--- config.mk ---
export PLATFORM = sky130hd
export DESIGN_NAME = load_cell_a2d_intf
export DESIGN_NICKNAME = d
export VERILOG_FILES = /design/src/rtl/a2d_pkg.sv /design/src/rtl/spi_mnrch.sv /design/src/rtl/load_cell_a2d_intf.sv
export SDC_FILE = /design/constraint.sdc
export NUM_CORES = 1
export LEC_CHECK = 0
export CORE_MARGIN = 2
export CORE_UTILIZATION = 43
export DETAILED_ROUTE_END_ITERATION = 10
export GPL_TIMING_DRIVEN = 0
export PLACE_DENSITY = 0.62
export SLEW_MARGIN = 20
export SYNTH_ARGS = -nofsm -noshare
export SYNTH_HDL_FRONTEND = slang
export SYNTH_HIERARCHICAL = 1
export SYNTH_SLANG_ARGS = --single-unit
--- constraint.sdc ---
create_clock -name clk -period 2.59 [get_ports clk]
set_clock_uncertainty 0.05 [all_clocks]
set_input_delay 0.3885 -clock clk [delete_from_list [all_inputs] [get_ports clk]]
set_output_delay 0.3885 -clock clk [all_outputs]
set_load 0.01 [all_outputs]
--- src/rtl/a2d_pkg.sv ---
// a2d_pkg: constants and types shared by the load-cell A2D interface.
//   LFT_CH/RGHT_CH/STEER_CH/BATT_CH : A2D channel numbers for each reading
//   a2d_state_t                     : round-robin sequencer states
//   spi_state_t                     : SPI master states
//   rr_chan()                       : round-robin index to A2D channel
package a2d_pkg;

  localparam logic [2:0] LFT_CH   = 3'd0;
  localparam logic [2:0] RGHT_CH  = 3'd4;
  localparam logic [2:0] STEER_CH = 3'd5;
  localparam logic [2:0] BATT_CH  = 3'd6;

  typedef enum logic [1:0] {
    IDLE = 2'd0,
    CMD  = 2'd1,
    GAP  = 2'd2,
    READ = 2'd3
  } a2d_state_t;

  typedef enum logic [1:0] {
    SPI_IDLE  = 2'd0,
    SPI_FRONT = 2'd1,
    SPI_XFER  = 2'd2
  } spi_state_t;

  function automatic logic [2:0] rr_chan(input logic [1:0] idx);
    logic [2:0] ch;
    case (idx)
      2'd0:    ch = LFT_CH;
      2'd1:    ch = RGHT_CH;
      2'd2:    ch = STEER_CH;
      default: ch = BATT_CH;
    endcase
    return ch;
  endfunction

endpackage

--- src/rtl/spi_mnrch.sv ---
// spi_mnrch: 16-bit SPI master, mode 3 (SCLK idles high, MOSI changes on
// SCLK fall, MISO sampled on SCLK rise), MSB first.
//   clk, rst         : system clock, synchronous active-high reset
//   wrt, wt_data     : start a transaction with this transmit word (ignored while busy)
//   done             : one-cycle pulse; SS_n rises on the edge that ends it
//   rd_data          : word shifted in from MISO
//   SS_n, SCLK, MOSI : SPI outputs; MISO : SPI input
module spi_mnrch
  import a2d_pkg::*;
#(
  parameter int SCLK_DIV = 32
) (
  input  logic        clk,
  input  logic        rst,
  input  logic        wrt,
  input  logic [15:0] wt_data,
  output logic        done,
  output logic [15:0] rd_data,
  output logic        SS_n,
  output logic        SCLK,
  output logic        MOSI,
  input  logic        MISO
);

  localparam int HALF = SCLK_DIV / 2;
  localparam int HW   = (HALF > 2) ? $clog2(HALF) : 1;
  localparam logic [HW-1:0] HALF_LD = HW'(HALF - 1);
  // 32 SCLK edges plus the trailing half period before SS_n rises
  localparam logic [5:0] EDGES_LD = 6'd33;

  spi_state_t     state_q, state_d;
  logic [HW-1:0]  half_q, half_d;
  logic [5:0]     edg_q, edg_d;
  logic [15:0]    tx_q, tx_d;
  logic [15:0]    rx_q, rx_d;
  logic           ss_n_q, ss_n_d;
  logic           sclk_q, sclk_d;
  logic           tick;

  assign tick    = (half_q == '0);
  assign rd_data = rx_q;
  assign SS_n    = ss_n_q;
  assign SCLK    = sclk_q;
  assign MOSI    = tx_q[15];

  always_ff @(posedge clk) begin
    if (rst) begin
      state_q <= SPI_IDLE;
      half_q  <= '0;
      edg_q   <= '0;
      tx_q    <= '0;
      rx_q    <= '0;
      ss_n_q  <= 1'b1;
      sclk_q  <= 1'b1;
    end else begin
      state_q <= state_d;
      half_q  <= half_d;
      edg_q   <= edg_d;
      tx_q    <= tx_d;
      rx_q    <= rx_d;
      ss_n_q  <= ss_n_d;
      sclk_q  <= sclk_d;
    end
  end

  always_comb begin
    state_d = state_q;
    half_d  = half_q;
    edg_d   = edg_q;
    tx_d    = tx_q;
    rx_d    = rx_q;
    ss_n_d  = ss_n_q;
    sclk_d  = sclk_q;
    done    = 1'b0;
    case (state_q)
      SPI_IDLE: begin
        if (wrt) begin
          tx_d    = wt_data;
          state_d = SPI_FRONT;
        end
      end
      SPI_FRONT: begin
        ss_n_d  = 1'b0;
        half_d  = HALF_LD;
        edg_d   = EDGES_LD;
        state_d = SPI_XFER;
      end
      SPI_XFER: begin
        if (!tick) begin
          half_d = half_q - 1'b1;
        end else begin
          half_d = HALF_LD;
          if (edg_q == 6'd1) begin
            done    = 1'b1;
            ss_n_d  = 1'b1;
            sclk_d  = 1'b1;
            state_d = SPI_IDLE;
          end else begin
            edg_d = edg_q - 1'b1;
            if (edg_q[0]) begin
              // falling edge; MSB is already on MOSI before the first fall
              sclk_d = 1'b0;
              if (edg_q != EDGES_LD) tx_d = {tx_q[14:0], 1'b0};
            end else begin
              sclk_d = 1'b1;
              rx_d   = {rx_q[14:0], MISO};
            end
          end
        end
      end
      default: state_d = SPI_IDLE;
    endcase
  end

endmodule

--- src/rtl/load_cell_a2d_intf.sv ---
// load_cell_a2d_intf: round-robin sequencer that converts left load cell,
// right load cell, steering pot and battery through an external 8-channel
// 12-bit SPI A2D, one reading per nxt request.
//   clk, rst                      : system clock, synchronous active-high reset
//   nxt                           : start the next conversion (honoured only when idle)
//   lft_ld, rght_ld, steer_pot, batt : latest 12-bit readings
//   SS_n, SCLK, MOSI, MISO        : SPI link to the A2D
//
// state | meaning
// IDLE  | waiting for nxt
// CMD   | transaction 1: sending channel command
// GAP   | one clock with SS_n high between the two transactions
// READ  | transaction 2: reading back the conversion result
module load_cell_a2d_intf
  import a2d_pkg::*;
#(
  parameter int SCLK_DIV = 32
) (
  input  logic        clk,
  input  logic        rst,
  input  logic        nxt,
  output logic [11:0] lft_ld,
  output logic [11:0] rght_ld,
  output logic [11:0] steer_pot,
  output logic [11:0] batt,
  output logic        SS_n,
  output logic        SCLK,
  output logic        MOSI,
  input  logic        MISO
);

  a2d_state_t  state_q, state_d;
  logic [1:0]  idx_q, idx_d;
  logic [11:0] lft_q, lft_d;
  logic [11:0] rght_q, rght_d;
  logic [11:0] steer_q, steer_d;
  logic [11:0] batt_q, batt_d;
  logic        wrt;
  logic [15:0] wt_data;
  logic        spi_done;
  logic [15:0] rd_data;

  spi_mnrch #(
    .SCLK_DIV (SCLK_DIV)
  ) u_spi (
    .clk     (clk),
    .rst     (rst),
    .wrt     (wrt),
    .wt_data (wt_data),
    .done    (spi_done),
    .rd_data (rd_data),
    .SS_n    (SS_n),
    .SCLK    (SCLK),
    .MOSI    (MOSI),
    .MISO    (MISO)
  );

  assign lft_ld    = lft_q;
  assign rght_ld   = rght_q;
  assign steer_pot = steer_q;
  assign batt      = batt_q;

  always_ff @(posedge clk) begin
    if (rst) begin
      state_q <= IDLE;
      idx_q   <= 2'd0;
      lft_q   <= 12'h000;
      rght_q  <= 12'h000;
      steer_q <= 12'h000;
      batt_q  <= 12'h000;
    end else begin
      state_q <= state_d;
      idx_q   <= idx_d;
      lft_q   <= lft_d;
      rght_q  <= rght_d;
      steer_q <= steer_d;
      batt_q  <= batt_d;
    end
  end

  always_comb begin
    state_d = state_q;
    idx_d   = idx_q;
    lft_d   = lft_q;
    rght_d  = rght_q;
    steer_d = steer_q;
    batt_d  = batt_q;
    wrt     = 1'b0;
    wt_data = 16'h0000;
    case (state_q)
      IDLE: begin
        if (nxt) begin
          wrt     = 1'b1;
          wt_data = {2'b00, rr_chan(idx_q), 11'h000};
          state_d = CMD;
        end
      end
      CMD: begin
        if (spi_done) state_d = GAP;
      end
      GAP: begin
        // the SPI master is idle again here, so this start is accepted
        wrt     = 1'b1;
        wt_data = 16'h0000;
        state_d = READ;
      end
      READ: begin
        if (spi_done) begin
          case (idx_q)
            2'd0:    lft_d   = rd_data[11:0];
            2'd1:    rght_d  = rd_data[11:0];
            2'd2:    steer_d = rd_data[11:0];
            default: batt_d  = rd_data[11:0];
          endcase
          idx_d   = idx_q + 2'd1;
          state_d = IDLE;
        end
      end
      default: state_d = IDLE;
    endcase
  end

endmodule

* After elaboration in Yosys (flattened, before gate mapping)
Index checks and enable logic that the tools add are counted.
Word-level totals: bits in registers 94, logic and storage cells 88, output and inout port bits 51
Operators by class: add/subtract/negate cells 3, muxes and demuxes 32, equal/unequal tests 18, bitwise operators 3, reductions and logical operators 19
Operators by type and width (count):
- two-way mux 16 bit | 5
- case mux 16 bit (2 select lines) | 1
- two-way mux 14 bit | 2
- AND reduction 3 bit | 8
- two-way mux 2 bit | 6
- two-way mux 6 bit | 2
- case mux 6 bit (2 select lines) | 1
- inequality test 2 x 1 -> 1 bit, second input constant | 5
- case mux 3 bit (3 select lines) | 1
- equality test 2 bit, second input constant | 4
- two-way mux 1 bit | 8
- inequality test 2 bit, second input constant | 4
- case mux 2 bit (4 select lines) | 1
- case mux 4 bit (2 select lines) | 1
- equality test 2 x 1 -> 1 bit, second input constant | 3
- equality test 6 x 1 -> 1 bit, second input constant | 1
- zero test 2 bit | 3
- inequality test 6 bit, second input constant | 1
- case mux 2 bit (3 select lines) | 1
- AND reduction 6 bit | 1
- subtractor 6 x 1 -> 6 bit, second input constant | 1
- zero test 4 bit | 1
- two-way mux 4 bit | 1
- case mux 1 bit (2 select lines) | 2
- 7 further kinds | 11

* Logic depth before layout (Yosys ltp)
Gate-level depths: netlist of run 1.
depth in word-level cells 6, gate-level depth with buffers 10, gate-level depth less buffers 8

* Cells and area by module
Netlist of run 1, hierarchy kept.
Modules (own cells, without submodules):
- load_cell_a2d_intf | cells an instance 257, area each 2233.4 um2, times used 1
- spi_mnrch | cells an instance 236, area each 2229.6 um2, times used 1

* Worst setup path after synthesis of run 1
No wires, ideal clock.
path type register to register, start point register u_spi.edg_q[1], end point register steer_q[1], in the netlist steer_pot[1], library setup time 0.066 ns, buffers on the path 3, data required time 2.474 ns, slack 0.469 ns, stages on the path, launching flop included 11, arrival 2.005 ns, path through dfxtp_1 inv_1 ha_1 or4b_1 buf_6 nor3_1 buf_6 and3_4 buf_8 nand2_1 a21oi_2
On the way: longest elaborated chain between the ends 5
Ends and longest elaborated chain:
- from (decl) | line spi_mnrch.sv:33 | logic [5:0] edg_q, edg_d;
- from (signal assigned) | line spi_mnrch.sv:58 | edg_q <= edg_d;
- equality test 6 x 1 -> 1 bit | line spi_mnrch.sv:93 | if (edg_q == 6'd1) begin
- two-way mux 1 bit | line spi_mnrch.sv:93
- two-way mux 1 bit | line spi_mnrch.sv:89 | if (!tick) begin
- two-way mux 1 bit | line spi_mnrch.sv:75 | case (state_q)
- named net spi_done | line load_cell_a2d_intf.sv:40 | logic spi_done;
- AND reduction 3 bit (no line)
- to (signal assigned) | line load_cell_a2d_intf.sv:76 | steer_q <= steer_d;
- to (decl) | line load_cell_a2d_intf.sv:36 | logic [11:0] steer_q, steer_d;
The timed path passes the listed nets, and every way through them passes these cells. A chain may end at the register's enable or synchronous reset.

* Final worst setup path of run 1
start point register u_spi.edg_q[1], end point register steer_q[11], in the netlist steer_pot[11]
The elaborated chain is that of the path after synthesis.

==> flow_metrics.tcl, run 1 <==
set metrics [dict create \
    slew_headroom_pct 58.0 \
    grt-ovfl-total 0 \
    die_y_um 104 \
    grt_pass1_wl_mm 16.8 \
    setup-tns-final_ns 0 \
    grt_use_total_pct 19.2 \
    diodes 0 \
    grt_pass1_vias 3412 \
    gp_congestion 0.839 \
    whs_path_depth 2 \
    die_w_um 104 \
    finalSetupViolations 0 \
    path_class "flip-flop to flip-flop" \
    insertion_delay_ns 0.37 \
    worstPathMaxFanout 10 \
    hold_class "primary input to flip-flop" \
    crit_path_end_kind "flip-flop" \
    clock-sinks 94 \
    nNetsFinal 579 \
    worst_pin_slew_ns 0.627 \
    h-tree-depth 3 \
    cts_root_buf "clkbuf_8" \
    postSynthAreaPerCell_um2 9.00 \
    n_fill_cell 967 \
    peakVddDrop_uv 595 \
    cp.required_ns 2.79 \
    fin_crit_ns 2.35 \
    cts.path.max_buffers 2 \
    postCtsHoldBufs 0 \
    cts_tree "yes" \
    drt_pass1_iterations 4 \
    min_period_over_period_pct 90.7 \
    maxCapViolCount 0 \
    yosys_warnings 6 \
    area_growth_pct 22.1 \
    fmax_mhz 425 \
    drc 0 \
    hold_slack_ns 0.349 \
    grt_max_degree 17 \
    ios 55 \
    post_cts_resized 0 \
    hold_viol_final 0 \
    seq_area_um2 1880 \
    clk_pin_slew_ns 0.09 \
    antenna_left 0 \
    start_kind "flip-flop" \
    layout_common_cells "nand2_1 (99), dfxtp_1 (94), clkdlybuf4s50_1 (53), nor2_1 (47), a21oi_1 (33)" \
    dp_hpwl_mm 7.08 \
    final_common_cell "nand2_1" \
    num_vias 3446 \
    cts_buffers 9 \
    vias_per_cell 4.96 \
    syn-instance-count 481 \
    p_leak_nw 1.79 \
    status "completed" \
    core_area_um2 9770 \
    dieArea_um2 10900 \
    port_buffers 53 \
    postCtsSetupRepairBufs 0 \
    antenna_found_initial 0 \
    routed_wl_mm 9.88 \
    drv_slew 0 \
    start_util_pct 44.3 \
    row_count 36 \
    r2r_cells 10 \
    drive_gt1_share_pct 15.8 \
    first_iter_violations 87 \
    arrival_ns 2.55 \
    power_density_nw_per_um2 834 \
    grt_setup_unrepaired "no" \
    multi_input_area_um2 2220 \
    syn-cell-area_um2 4330 \
    avgRoutedWirePerCell_um 14.2 \
]
==> worst max-delay path, stage by stage (launching register included) <==
cell     delay [ns]
dfxtp_1        0.35
inv_1          0.08
ha_1           0.17
or4b_1         0.46
buf_6          0.16
nor3_1         0.27
buf_6          0.18
nand3_1        0.12
buf_2          0.22
nand2_1        0.10
a21oi_2        0.06
==> power breakdown <==
group,total [W],internal [W],switching (W),leakage (nW)
registers,0.00178,0.00162,0.000154,0.762
logic,0.00158,0.000686,0.000892,0.921
clock network,0.00105,0.000510,0.000544,0.111
total,0.00441,0.00282,0.00159,1.79
==> metrics by stage <==
stage / area, um2 / cells / total power [W] / worst slack [ns] / util (%)
finish: 5290 / 695 / 0.00441 / 0.240 / 54.1
global route: 5290 / 695 / 0.00474 / 0.0580 / 54.1
CTS: 5290 / 695 / 0.00445 / 0.233 / 54.1
detailed placement: 5070 / 679 / 0.00339 / 0.0747 / 51.9
global placement: 5070 / 679 / 0.00335 / 0.0431 / 51.9
floorplan: 4370 / 493 / 0.00306 / 0.469 / -
==> final timing paths <==
kind | start | end | slack [ns]
max | u_spi/edg_q[1] | steer_pot[11] | 0.24
min | rst | state_q[0] | 0.35
max reg2reg | u_spi/edg_q[1] | steer_pot[11] | 0.24
min reg2reg | rght_ld[3] | rght_ld[3] | 0.41
==> state kept, by name, indices dropped and copies added, names as in the netlist, 2 cells and up <==
signal         flops
batt              12
state_q            2
u_spi/state_q      2
lft_ld            12
idx_q              2
u_spi/edg_q        6
u_spi/rd_data     12
rght_ld           12
steer_pot         12
u_spi/half_q       4
u_spi/tx_q        16
==> per-layer routing <==
layer  part of all wire (%)  track usage [%]
met2                     45             29.7
met4                    1.1             5.50
met1                     51             26.5
met3                    3.4             4.45
met5                      0                0
==> area by class of cell <==
class | instances | share of cell area, %
Multi-Input combinational cell | 352 | 42.1
Sequential cell | 94 | 35.6
Timing Repair Buffer | 53 | 10.0
Buffer | 31 | 3.93
Tap cell | 133 | 3.15
Clock buffer | 11 | 2.86
Clock inverter | 5 | 1.23
Inverter | 16 | 1.14
Note: power is estimated with default switching activity, not from simulation.
==> inputs of run 2 (changes only) <==
--- a/config.mk
+++ b/config.mk
@@ -5,11 +5,12 @@
 export SDC_FILE = /design/constraint.sdc
 export NUM_CORES = 1
 export LEC_CHECK = 0
+export CAP_MARGIN = 20
 export CORE_MARGIN = 2
 export CORE_UTILIZATION = 43
 export DETAILED_ROUTE_END_ITERATION = 10
 export GPL_TIMING_DRIVEN = 0
-export PLACE_DENSITY = 0.62
+export PLACE_DENSITY = 0.65
 export SLEW_MARGIN = 20
 export SYNTH_ARGS = -nofsm -noshare
 export SYNTH_HDL_FRONTEND = slang
==> constraint.sdc (replaced) <==
create_clock -name clk -period 1.9 [get_ports clk]
set_clock_uncertainty 0.05 [all_clocks]
set_input_delay 0.285 -clock clk [delete_from_list [all_inputs] [get_ports clk]]
set_output_delay 0.285 -clock clk [all_outputs]
set_load 0.01 [all_outputs]
==> run 2 against run 1 <==
Effect of this change:
- cell count is 2.7% higher
- critical path type unchanged
- the run now ends with setup timing left
- largest power group is now combinational cells
- clock power is 18% higher
- utilization is 5.0 points higher
- non-clock buffer count is 19 higher
- highest routed layer unchanged
- sequential share of layout area is 2.8 points lower
==> flow_metrics.tcl, run 2 (synthesized netlist as in run 1, its figures left out) <==
set metrics [dict create \
    status "finished with violations" \
    violations "setup timing" \
    n_fill_cell 886 \
    worstPathMaxFanout 5 \
    nNetsFinal 598 \
    hold_class "primary input to flip-flop" \
    layoutNonFillerInstCount 714 \
    cts.path.max_buffers 2 \
    start_kind "flip-flop" \
    port_buffers 53 \
    hold_viol_final 0 \
    cts_buffers 9 \
    crit_path_end_kind "flip-flop" \
    clk_pin_slew_ns 0.09 \
    final_area_um2 5780 \
    layout_common_cells "dfxtp_1 (88), nand2_1 (86), clkdlybuf4s50_1 (53), nor2_1 (44), a21oi_2 (37)" \
    drv_slew 0 \
    drt_pass1_iterations 4 \
    die_y_um 104 \
    whs_path_depth 2 \
    hold_slack_ns 0.286 \
    arrival_ns 2.31 \
    maxUsedRoutingLayer "met4" \
    antenna_left 0 \
    grt_use_total_pct 20.2 \
    routed_wl_mm 10.9 \
    grt_pass1_wl_mm 17.8 \
    fin_crit_ns 2.06 \
    cp.required_ns 2.15 \
    insertion_delay_ns 0.37 \
    core_area_um2 9770 \
    drive_gt1_share_pct 27.9 \
    holdPathEnd "state_q[0]" \
    gp_congestion 0.827 \
    slew_headroom_pct 63.8 \
    rrSetupSlack_ns -0.16 \
    top_register "u_spi/tx_q" \
    diodes 0 \
    pre_cts_ws_ns -0.389 \
    drc 0 \
    largest_register_ffs 16 \
    min_period_over_period_pct 108 \
    r2r-start "u_spi/edg_q[1]" \
    grt-ovfl-total 0 \
    final_common_cell "dfxtp_1" \
    finalSetupViolations 62 \
    grt_setup_unrepaired "yes" \
    avgRoutedWirePerCell_um 15.3 \
    fmax_mhz 486 \
    cts_tree "yes" \
    r2r_cells 10 \
    power_density_nw_per_um2 1110 \
    peakVddDrop_uv 630 \
    ios 55 \
    dp_hpwl_mm 7.16 \
    antenna_found_initial 0 \
    num_vias 3679 \
    maxCapViolCount 0 \
    setup_slack_ns -0.159 \
    first_iter_violations 115 \
    routedLengthMet1_mm 5.25 \
    hold_start "rst" \
    grt_max_degree 17 \
    h-tree-depth 3 \
    cts_root_buf "clkbuf_8" \
    wl_met3_um 327 \
    clock-sinks 94 \
    start_util_pct 44.3 \
    worst_pin_slew_ns 0.543 \
    p_total_w 0.00639 \
    p_leak_nw 2.04 \
    wl_met2_mm 5.18 \
    path_class "flip-flop to flip-flop" \
    area_growth_pct 33.5 \
    dp_cells 679 \
    place_area_um2 5130 \
    r2r-end "steer_pot[5]" \
    dieArea_um2 10900 \
    die_w_um 104 \
    row_count 36 \
    grt_pass1_vias 3614 \
    vias_per_cell 5.15 \
]
==> run 2: cell types whose count changed in the layout (fill, tap and decap cells not counted), sizes merged <==
cell    previous run  this run
buf               20        39
bufinv             1         0
clkinv             3         4
==> run 2: how the worst max path moves through the flow <==
stage,startpoint,to,slack (ns),depth (start not counted)
after floorplan,u_spi/edg_q[1],batt[10],-0.05,10
after global placement,nxt,u_spi/tx_q[14],-0.40,7
after detailed placement,nxt,u_spi/tx_q[15],-0.39,7
after CTS,u_spi/edg_q[1],steer_pot[2],-0.17,10
after global routing,u_spi/edg_q[1],lft_ld[10],-0.25,10
final,u_spi/edg_q[1],steer_pot[5],-0.16,10
==> run 2: per-layer routing <==
metal  vias up  GRT usage [%]
li1       1832              -
met1      1770           27.2
met2        64           32.8
met3        13           3.07
met4         0           7.43
met5         -              0
==> run 2: final cells by class <==
cell class / count / area [um2] / area share, %
plain buffers: 29 / 234 / 4.05
clock buffers: 11 / 131 / 2.27
clock inverters: 5 / 43.8 / 0.758
inverters: 16 / 67.6 / 1.17
multi-input cells: 352 / 2490 / 43.0
flip-flops and latches: 94 / 1890 / 32.8
well taps: 133 / 166 / 2.88
repair buffers: 74 / 754 / 13.1
==> run 2: power by group <==
part / switching, W / internal, W / total [W] / leakage, nW
Sequential: 0.000257 / 0.00223 / 0.00249 / 0.765
Combinational: 0.00142 / 0.00124 / 0.00267 / 1.19
Clock: 0.000745 / 0.000494 / 0.00124 / 0.0885
==> run 2: per-stage QoR <==
stage / setup TNS (ns) / utilization (%)
6_report: -6.35 / 59.1
5_1_grt: -13.29 / 59.1
4_1_cts: -7.34 / 57.5
3_5_place_dp: -14.85 / 52.5
3_3_place_gp: -14.38 / 52.5
2_1_floorplan: -1.83 / -
==> run 2: worst max-delay path: stages (launching register included) <==
cell and delay, ns:
dfxtp_4 0.36, inv_4 0.06, ha_4 0.12, or4b_4 0.48, nor3_4 0.16, buf_6 0.13
and3_4 0.21, buf_12 0.11, buf_8 0.12, nand2_2 0.06, a21oi_2 0.14
==> run 2: repair_timing <==
item	in CTS	in global routing
setup endpoints to repair	80	90
resized for setup	40	40
cloned	3	2
buffers inserted	13	4
hold buffers	0	0
pin swaps	7	15
